===== src/rtl/pipe_pkg.sv =====
// Shared constants for the five-stage pipeline controller: stage indices,
// FSM encodings and the outstanding-request limit.
package pipe_pkg;

    localparam int MAX_OUT_DEF = 3;
    localparam int NUM_STAGES  = 5;

    localparam int STG_IF  = 0;
    localparam int STG_ID  = 1;
    localparam int STG_EX  = 2;
    localparam int STG_MEM = 3;
    localparam int STG_WB  = 4;

    localparam logic [1:0] ST_RUN   = 2'd0;
    localparam logic [1:0] ST_FLUSH = 2'd1;
    localparam logic [1:0] ST_DRAIN = 2'd2;

    // Counter width able to hold 0..max_out inclusive.
    function automatic int cnt_width(input int max_out);
        return $clog2(max_out + 1);
    endfunction

endpackage


===== src/rtl/pipe_ctrl_out_cnt.sv =====
// Saturating up/down outstanding-request counter with a sticky error flag
// raised on overflow past MAX_OUT or a response with nothing outstanding.
module out_cnt
    import pipe_pkg::*;
#(
    parameter int MAX_OUT = MAX_OUT_DEF,
    parameter int CNT_W   = cnt_width(MAX_OUT)
) (
    input  logic             clk,
    input  logic             i_resetn,
    input  logic             i_inc,
    input  logic             i_dec,
    output logic [CNT_W-1:0] o_cnt,
    output logic [CNT_W-1:0] o_cnt_next,
    output logic             o_err
);

    localparam logic [CNT_W-1:0] CNT_MAX = CNT_W'(MAX_OUT);

    logic [CNT_W-1:0] r_cnt;
    logic [CNT_W-1:0] w_cnt_next;
    logic             r_err;
    logic             w_err_next;

    // A request and a response in the same cycle cancel, even at the limits.
    always_comb begin
        w_cnt_next = r_cnt;
        w_err_next = r_err;
        if (i_inc && !i_dec) begin
            if (r_cnt == CNT_MAX) begin
                w_err_next = 1'b1;
            end else begin
                w_cnt_next = r_cnt + 1'b1;
            end
        end else if (!i_inc && i_dec) begin
            if (r_cnt == '0) begin
                w_err_next = 1'b1;
            end else begin
                w_cnt_next = r_cnt - 1'b1;
            end
        end
    end

    always_ff @(posedge clk) begin
        if (!i_resetn) begin
            r_cnt <= '0;
            r_err <= 1'b0;
        end else begin
            r_cnt <= w_cnt_next;
            r_err <= w_err_next;
        end
    end

    assign o_cnt      = r_cnt;
    assign o_cnt_next = w_cnt_next;
    assign o_err      = r_err;

endmodule


===== src/rtl/pipe_ctrl.sv =====
// Five-stage pipeline handshake controller with exception/ertn flush and a
// drain phase that discards bus responses belonging to flushed requests.
module pipe_ctrl
    import pipe_pkg::*;
#(
    parameter int MAX_OUT = MAX_OUT_DEF,
    localparam int CNT_W  = cnt_width(MAX_OUT)
) (
    input  logic       clk,
    input  logic       resetn,
    input  logic [3:0] ready_go,
    input  logic       wb_ex,
    input  logic       wb_ertn,
    input  logic       inst_req_fire,
    input  logic       inst_resp,
    input  logic       data_req_fire,
    input  logic       data_resp,
    output logic [4:0] stage_valid,
    output logic [4:0] allowin,
    output logic [3:0] load_en,
    output logic       flush,
    output logic       fetch_en,
    output logic       drop_resp,
    output logic [1:0] state,
    output logic       ovf_err
);

    localparam logic [CNT_W-1:0] CNT_MAX = CNT_W'(MAX_OUT);

    logic [NUM_STAGES-1:0] r_stage_valid;
    logic [NUM_STAGES-1:0] w_sv_next;
    logic [NUM_STAGES-1:0] w_allowin;
    logic [3:0]            w_load;
    logic [1:0]            r_state;
    logic [1:0]            w_state_next;
    logic                  w_flush;
    logic                  w_fetch_en;
    logic [CNT_W-1:0]      w_inst_cnt;
    logic [CNT_W-1:0]      w_inst_cnt_next;
    logic [CNT_W-1:0]      w_data_cnt;
    logic [CNT_W-1:0]      w_data_cnt_next;
    logic                  w_inst_err;
    logic                  w_data_err;

    // Backpressure ripples from WB (always accepting) toward IF.
    always_comb begin
        w_allowin         = '0;
        w_allowin[STG_WB] = 1'b1;
        for (int k = STG_WB - 1; k >= 0; k--) begin
            w_allowin[k] = !r_stage_valid[k] | (ready_go[k] & w_allowin[k+1]);
        end
    end

    assign w_flush    = (r_state == ST_RUN) & r_stage_valid[STG_WB] & (wb_ex | wb_ertn);
    assign w_fetch_en = (r_state == ST_RUN) & (w_inst_cnt < CNT_MAX) & !w_flush;

    assign w_sv_next[STG_IF] = w_flush ? 1'b0 :
                               (w_allowin[STG_IF] ? (w_fetch_en & inst_req_fire)
                                                  : r_stage_valid[STG_IF]);

    generate
        for (genvar gi = 0; gi < NUM_STAGES - 1; gi++) begin : g_stage
            assign w_load[gi] = r_stage_valid[gi] & ready_go[gi] & w_allowin[gi+1] & !w_flush;
            assign w_sv_next[gi+1] = w_flush ? 1'b0 :
                                     (w_allowin[gi+1] ? (r_stage_valid[gi] & ready_go[gi])
                                                      : r_stage_valid[gi+1]);
        end
    endgenerate

    // FLUSH looks at post-update counts so a response in the flush cycle counts.
    always_comb begin
        w_state_next = r_state;
        case (r_state)
            ST_RUN: begin
                if (w_flush) begin
                    w_state_next = ST_FLUSH;
                end
            end
            ST_FLUSH: begin
                if ((w_inst_cnt_next != '0) || (w_data_cnt_next != '0)) begin
                    w_state_next = ST_DRAIN;
                end else begin
                    w_state_next = ST_RUN;
                end
            end
            ST_DRAIN: begin
                if ((w_inst_cnt == '0) && (w_data_cnt == '0)) begin
                    w_state_next = ST_RUN;
                end
            end
            default: w_state_next = ST_RUN;
        endcase
    end

    always_ff @(posedge clk) begin
        if (!resetn) begin
            r_state       <= ST_RUN;
            r_stage_valid <= '0;
        end else begin
            r_state       <= w_state_next;
            r_stage_valid <= w_sv_next;
        end
    end

    out_cnt #(
        .MAX_OUT (MAX_OUT),
        .CNT_W   (CNT_W)
    ) u_inst_cnt (
        .clk        (clk),
        .i_resetn   (resetn),
        .i_inc      (inst_req_fire),
        .i_dec      (inst_resp),
        .o_cnt      (w_inst_cnt),
        .o_cnt_next (w_inst_cnt_next),
        .o_err      (w_inst_err)
    );

    out_cnt #(
        .MAX_OUT (MAX_OUT),
        .CNT_W   (CNT_W)
    ) u_data_cnt (
        .clk        (clk),
        .i_resetn   (resetn),
        .i_inc      (data_req_fire),
        .i_dec      (data_resp),
        .o_cnt      (w_data_cnt),
        .o_cnt_next (w_data_cnt_next),
        .o_err      (w_data_err)
    );

    // Handshake outputs are forced to their idle values while reset is held.
    assign stage_valid = r_stage_valid;
    assign allowin     = resetn ? w_allowin : '1;
    assign load_en     = resetn ? w_load : '0;
    assign flush       = resetn & w_flush;
    assign fetch_en    = resetn & w_fetch_en;
    assign drop_resp   = resetn & (r_state != ST_RUN) & (inst_resp | data_resp);
    assign state       = r_state;
    assign ovf_err     = w_inst_err | w_data_err;

endmodule

===== config.mk =====
export PLATFORM = sky130hd
export DESIGN_NAME = pipe_ctrl
export DESIGN_NICKNAME = d
export VERILOG_FILES = /design/src/rtl/pipe_pkg.sv /design/src/rtl/pipe_ctrl_out_cnt.sv /design/src/rtl/pipe_ctrl.sv
export SDC_FILE = /design/constraint.sdc
export NUM_CORES = 1
export LEC_CHECK = 0
export ABC_AREA = 1
export BUFFER_PORTS_ARGS = -buffer_cell sky130_fd_sc_hd__clkbuf_2
export CORE_UTILIZATION = 48
export DETAILED_ROUTE_END_ITERATION = 8
export PLACE_DENSITY_LB_ADDON = 0.15
export SLEW_MARGIN = 25
export SYNTH_ARGS = -nofsm -noshare
export SYNTH_HDL_FRONTEND = slang
export SYNTH_SLANG_ARGS = --single-unit

===== constraint.sdc =====
create_clock -name clk -period 1.5 [get_ports clk]
set_input_delay 0.3 -clock clk [delete_from_list [all_inputs] [get_ports clk]]
set_output_delay 0.3 -clock clk [all_outputs]
set_load 0.02 [all_outputs]

==> results.py, run 1 <==
metrics = {
    "timing": {
        "setup_ws_ns": -0.137,
        "min_period_ns": 1.64,
        "fmax_mhz": 611,
        "clock_skew_ns": 0.00156,
        "finalMaxSlewViolations": 0,
        "period_share_pct": 109,
        "final-setup-viol-count": 9,
        "finalHoldViolations": 0,
        "rsz0062_at_grt": "yes",
    },
    "setup_path": {
        "cp.arrival_ns": 1.34,
        "end_kind": "primary output",
        "critPathLaunchType": "flop",
        "crit_path_max_fanout": 3,
        "crit_family": "flip-flops",
        "crit_slowest_cell": "dfxtp_2",
        "cp.buffers_inverters": 1,
        "slowest_delay_ns": 0.34,
        "path_cells": "nand2_2 -> nand2_2 -> nand2_4 -> nand2_4 -> a211oi_2 -> buf_4",
        "crit_type": "reg2out",
        "required_ns": 1.20,
    },
    "placed_design": {
        "place_area_um2": 880,
        "place_hpwl_mm": 1.29,
        "gp_congestion": 0.904,
        "port_buffers": 30,
    },
    "routing": {
        "drcViolationCount": 0,
        "ant_nets": 0,
        "viasPerCell": 5.60,
        "route.met3.wl_um": 217,
        "top_layer_used": "met4",
        "wl_per_cell_um": 15.2,
        "wl_met1_um": 826,
        "drt_iter0_drc": 60,
        "wl_met2_mm": 1.40,
        "wl_mm": 2.56,
        "first_pass_iters": 4,
        "vias": 941,
    },
    "pwr": {
        "p_per_area_mw_per_mm2": 693,
        "clkPwrFrac_pct": 28.3,
        "p_comb_share_pct": 23.8,
        "switching_share_pct": 31.7,
        "p_leak_nw": 0.585,
        "p_switching_uw": 248,
        "p_int_uw": 534,
        "power_frac_seq_pct": 47.9,
        "power_uw": 783,
        "vdd_ir_drop_max_mv": 0.569,
    },
    "run_status": {
        "violations": "negative setup slack",
        "outcome": "complete, but fails checks",
    },
    "global_route": {
        "grt_max_degree": 9,
        "track_usage_pct": 27.4,
        "antenna_found_initial": 0,
        "grt_overflow": 0,
        "grt_pass1_wl_mm": 2.84,
        "grt_pass1_vias": 726,
    },
    "floorplanning": {
        "die_area_mm2": 0.00162,
        "die_x_um": 40.3,
        "dieHeight_um": 40.3,
        "rows": 13,
        "core_mm2": 0.00133,
        "start_util_pct": 52.7,
        "pin_count": 32,
    },
    "hold_path": {
        "min_path_type": "in2reg",
    },
    "synth": {
        "avgSynthCellArea_um2": 6.51,
        "netlist_area_um2": 703,
        "ys_ff_latch": 13,
        "synth_seq_area_share_pct": 37.0,
        "synth_warnings": 0,
        "synth.distinct_cells": 22,
        "synth_cells": 108,
        "syn_nets": 120,
    },
    "clocking": {
        "tritoncts": "built",
        "cts-root-buf": "clkbuf_4",
        "cts_made_buffers": 3,
        "hold_buffers": 0,
        "clock_sinks": 13,
        "path_clk_slew_ns": 0.08,
        "clock_latency_ns": 0.28,
        "cts.htree.levels": 1,
        "cts_buffer_depth": 2,
    },
    "cells_and_area": {
        "design_area_mm2": 0.00113,
        "final_util_pct": 84.6,
        "syn_to_final_growth_pct": 60.5,
        "final_net_count": 166,
        "antenna_cells": 0,
        "drive_gt1_share_pct": 45.8,
    },
    "flow_run": {
        "drv_cap": 0,
    },
}
metrics by stage:
step	std cells	TNS, ns	setup slack, ns	hold WS (ns)
after detailed placement	153	0	0.0830	0.466
final	168	-0.627	-0.137	0.334
after global placement	153	0	0.130	0.449
after global routing	168	-1.40	-0.226	0.335
after CTS	165	-0.286	-0.0870	0.289
after floorplan	108	0	0.0173	0.434
what timing repair did:
item,4_1_cts,5_1_grt
pin swaps,4,8
setup buffers,8,3
resized for setup,15,29
setup endpoints to repair,8,9
gates cloned,0,0
path summary, 6_finish.rpt:
path | from | endpoint | slack (ns) | depth (start not counted)
worst min-delay path | inst_req_fire | stage_valid[0] | 0.33 | 3
worst max register to register | stage_valid[3] | stage_valid[1] | 0.32 | 8
worst max-delay path | stage_valid[3] | load_en[0] | -0.14 | 6
worst min register to register | state[0] | state[1] | 0.48 | 1
synthesized netlist by cell type (all sizes together):
cell type	instances	area (um^2)
a211oi	1	7.51
a21oi	8	43.8
a31oi	1	6.26
buf	2	12.5
conb	1	3.75
dfxtp	13	260
inv	14	52.6
nand2	29	126
nand3	12	60.1
nor2	17	66.3
o211ai	1	12.5
o21a	1	7.51
o21ai	5	25.0
o22ai	1	6.26
or2	2	12.5
worst min-delay path: stages:
cell,delay (ns)
clkbuf_2,0.11
nand3_1,0.11
a21oi_2,0.06
final cells by class:
type                       instances  area [um^2]
multi-input combinational         79          457
timing repair buffer              43          308
sequential                        13          267
fill                              76          205
inverter                          14         52.6
clock buffer                       4         26.3
tap                               15         18.8
cells by family after synthesis:
group,share of synthesized area [%]
other,0.533
DFF,37.0
and+or+nand+nor,37.7
buffers and inverters,9.25
AOI/OAI and AO/OA,15.5
power by group through the flow:
| stage | registers, mW | logic (mW) | clock network, mW |
|---|---|---|---|
| after global placement | 0.381 | 0.140 | 0 |
| after CTS | 0.373 | 0.158 | 0.218 |
| after detailed placement | 0.381 | 0.144 | 0 |
| after floorplan | 0.384 | 0.0951 | 0 |
| after global routing | 0.376 | 0.205 | 0.235 |
| final | 0.375 | 0.186 | 0.221 |
registers in the layout, summed over array words and instances, names as in the netlist:
register	flops
stage_valid	5
state	2
u_data_cnt.o_cnt	2
u_data_cnt.o_err	1
u_inst_cnt.o_cnt	2
u_inst_cnt.o_err	1
cell usage in the layout, fill, tap and decap left out, drive strengths merged:
cell type / count
conb: 1
nand3: 12
o21a: 1
a211oi: 1
o22ai: 1
inv: 14
or2: 2
a31oi: 1
a21oi: 8
o211ai: 1
buf: 20
nand2: 29
o21ai: 5
dfxtp: 13
nor2: 17
clkbuf: 27
routing by layer:
layer / global-route usage (%) / vias up
li1: - / 435
met1: 26.5 / 428
met2: 52.4 / 62
met3: 8.33 / 16
met4: 11.7 / 0
met5: 0 / -
Power figures use the tool's default switching activity.
==> run 2: changes to the inputs <==
--- a/config.mk
+++ b/config.mk
@@ -14,3 +14,4 @@
 export SYNTH_ARGS = -nofsm -noshare
 export SYNTH_HDL_FRONTEND = slang
 export SYNTH_SLANG_ARGS = --single-unit
+export TNS_END_PERCENT = 30
==> run 2 against run 1 <==
  * The run still ends with negative setup slack left
  * Clock power fell by 2%
  * Maximum frequency rose by 4.2%
  * Sequential cell count did not move
  * Total power fell by 4.7%
  * Final cell count fell by 5.4%
  * Non-clock buffer count fell by 9
  * First-iteration DRC count fell by 37%
  * Critical path type unchanged
  * Critical endpoint is now allowin[0]
  * Largest power group unchanged
==> results.py, run 2 (synthesis results as in run 1) <==
metrics = {
    "run_status": {
        "outcome": "complete, but fails checks",
        "violations": "negative setup slack",
    },
    "pwr": {
        "vdd_ir_drop_max_mv": 0.555,
        "p_leak_nw": 0.526,
        "switching_share_pct": 30.1,
        "clkPwrFrac_pct": 29.0,
        "p_per_area_mw_per_mm2": 748,
        "p_comb_share_pct": 21.0,
        "power_frac_seq_pct": 49.9,
        "p_switching_uw": 224,
        "p_int_uw": 521,
    },
    "clocking": {
        "cts_made_buffers": 3,
        "tritoncts": "built",
        "cts_buffer_depth": 2,
        "cts.htree.levels": 1,
        "clock_sinks": 13,
        "path_clk_slew_ns": 0.08,
        "cts-root-buf": "clkbuf_4",
        "clock_latency_ns": 0.28,
    },
    "global_route": {
        "antenna_found_initial": 0,
        "grt_pass1_vias": 607,
        "grt_pass1_wl_mm": 2.26,
        "grt_overflow": 0,
        "grt_max_degree": 10,
        "track_usage_pct": 21.5,
    },
    "routing": {
        "wl_per_cell_um": 11.5,
        "ant_nets": 0,
        "wl_mm": 1.83,
        "vias": 816,
        "viasPerCell": 5.13,
        "first_pass_iters": 4,
        "drt_iter0_drc": 38,
        "drcViolationCount": 0,
    },
    "timing": {
        "clock_skew_ns": 0.00409,
        "finalHoldViolations": 0,
        "rsz0062_at_grt": "yes",
        "setup_ws_ns": -0.0711,
        "tns_ns": -0.380,
        "final-setup-viol-count": 7,
        "finalMaxSlewViolations": 0,
        "fmax_mhz": 636,
        "min_period_ns": 1.57,
        "period_share_pct": 105,
    },
    "setup_path": {
        "cp.arrival_ns": 1.27,
        "crit_slowest_cell": "dfxtp_2",
        "crit_family": "simple AND/OR/NAND/NOR gates",
        "slowest_delay_ns": 0.34,
        "end_kind": "primary output",
        "cp.buffers_inverters": 1,
        "path_common_cell": "nand2_2",
        "crit_type": "reg2out",
        "path_cells": "nand2_2 -> nand2_2 -> nand2_4 -> nand2_4 -> nand2_2 -> nand2_2 -> nand3_1 -> buf_4",
        "critPathLaunchType": "flop",
        "required_ns": 1.20,
        "crit_path_max_fanout": 3,
    },
    "floorplanning": {
        "core_mm2": 0.00133,
        "dieHeight_um": 40.3,
        "rows": 13,
        "pin_count": 32,
        "die_area_mm2": 0.00162,
        "die_x_um": 40.3,
        "start_util_pct": 52.7,
    },
    "cells_and_area": {
        "final_util_pct": 74.7,
        "drive_gt1_share_pct": 39.6,
        "mostFrequentLayoutCells": "23 x clkbuf_2, 21 x nand2_1, 13 x inv_1, 13 x nor2_1, 12 x nand3_1",
        "largest_reg_flops": 5,
        "syn_to_final_growth_pct": 41.6,
        "final_common_cell": "clkbuf_2",
        "final_net_count": 157,
        "antenna_cells": 0,
        "design_area_um2": 996,
    },
    "flow_run": {
        "drv_cap": 0,
    },
    "hold_path": {
        "min_path_type": "in2reg",
    },
    "placed_design": {
        "port_buffers": 30,
        "gp_congestion": 0.904,
        "place_hpwl_mm": 1.29,
        "place_area_um2": 880,
    },
}
[run 2: cell count changes in the layout (fill, tap and decap cells not counted), moves of 3 or more]
cell    previous run  this run
buf_2              0         3
buf_4             13         5
buf_6              5         2
nor2_1            10        13
nor2_2             5         2
[run 2: through the flow]
step / power [mW] / setup WS, ns / std cells / hold WS (ns)
2_1_floorplan: 0.479 / 0.0173 / 108 / 0.434
6_report: 0.745 / -0.0711 / 159 / 0.296
3_5_place_dp: 0.526 / 0.0830 / 153 / 0.466
5_1_grt: 0.784 / -0.125 / 159 / 0.303
3_3_place_gp: 0.521 / 0.130 / 153 / 0.449
4_1_cts: 0.739 / -0.0873 / 159 / 0.294
[run 2: what timing repair did]
action,in CTS,in global routing
gates cloned,0,0
hold buffers,0,0
setup buffers,2,0
setup endpoints to repair,8,9
pin swaps,2,2
gates resized for setup,11,17
[run 2: tightest hold or removal path: stages]
cell and delay [ns]:
clkbuf_2 0.09, nand2_1 0.09, nor2_1 0.05
[run 2: final timing paths]
path                                  endpoint  depth (start not counted)           startpoint  slack [ns]
worst max-delay path                allowin[0]                          8       stage_valid[3]       -0.07
worst min-delay path            stage_valid[4]                          3          ready_go[3]        0.30
worst max register to register        state[1]                          8  u_inst_cnt.o_cnt[1]        0.45
worst min register to register        state[1]                          1             state[0]        0.47
[run 2: power by group through the flow]
stage | clock network [mW] | logic, mW | registers (mW)
2_1_floorplan | 0 | 0.0951 | 0.384
3_3_place_gp | 0 | 0.140 | 0.381
3_5_place_dp | 0 | 0.144 | 0.381
4_1_cts | 0.218 | 0.147 | 0.373
5_1_grt | 0.234 | 0.175 | 0.374
6_report | 0.216 | 0.157 | 0.372
[run 2: per-layer routing]
metal | share of wire (%) | track usage [%]
met3 | 6.7 | 8.89
met4 | 1.4 | 10.0
met2 | 51 | 36.3
met1 | 40 | 23.1
met5 | 0 | 0
[run 2: final cells by class]
| class | instances | area, um^2 |
|---|---|---|
| clock buffers | 4 | 26.3 |
| well taps | 15 | 18.8 |
| inverters | 14 | 52.6 |
| repair buffers | 34 | 205 |
| flip-flops and latches | 13 | 267 |
| fillers | 101 | 338 |
| multi-input cells | 79 | 427 |
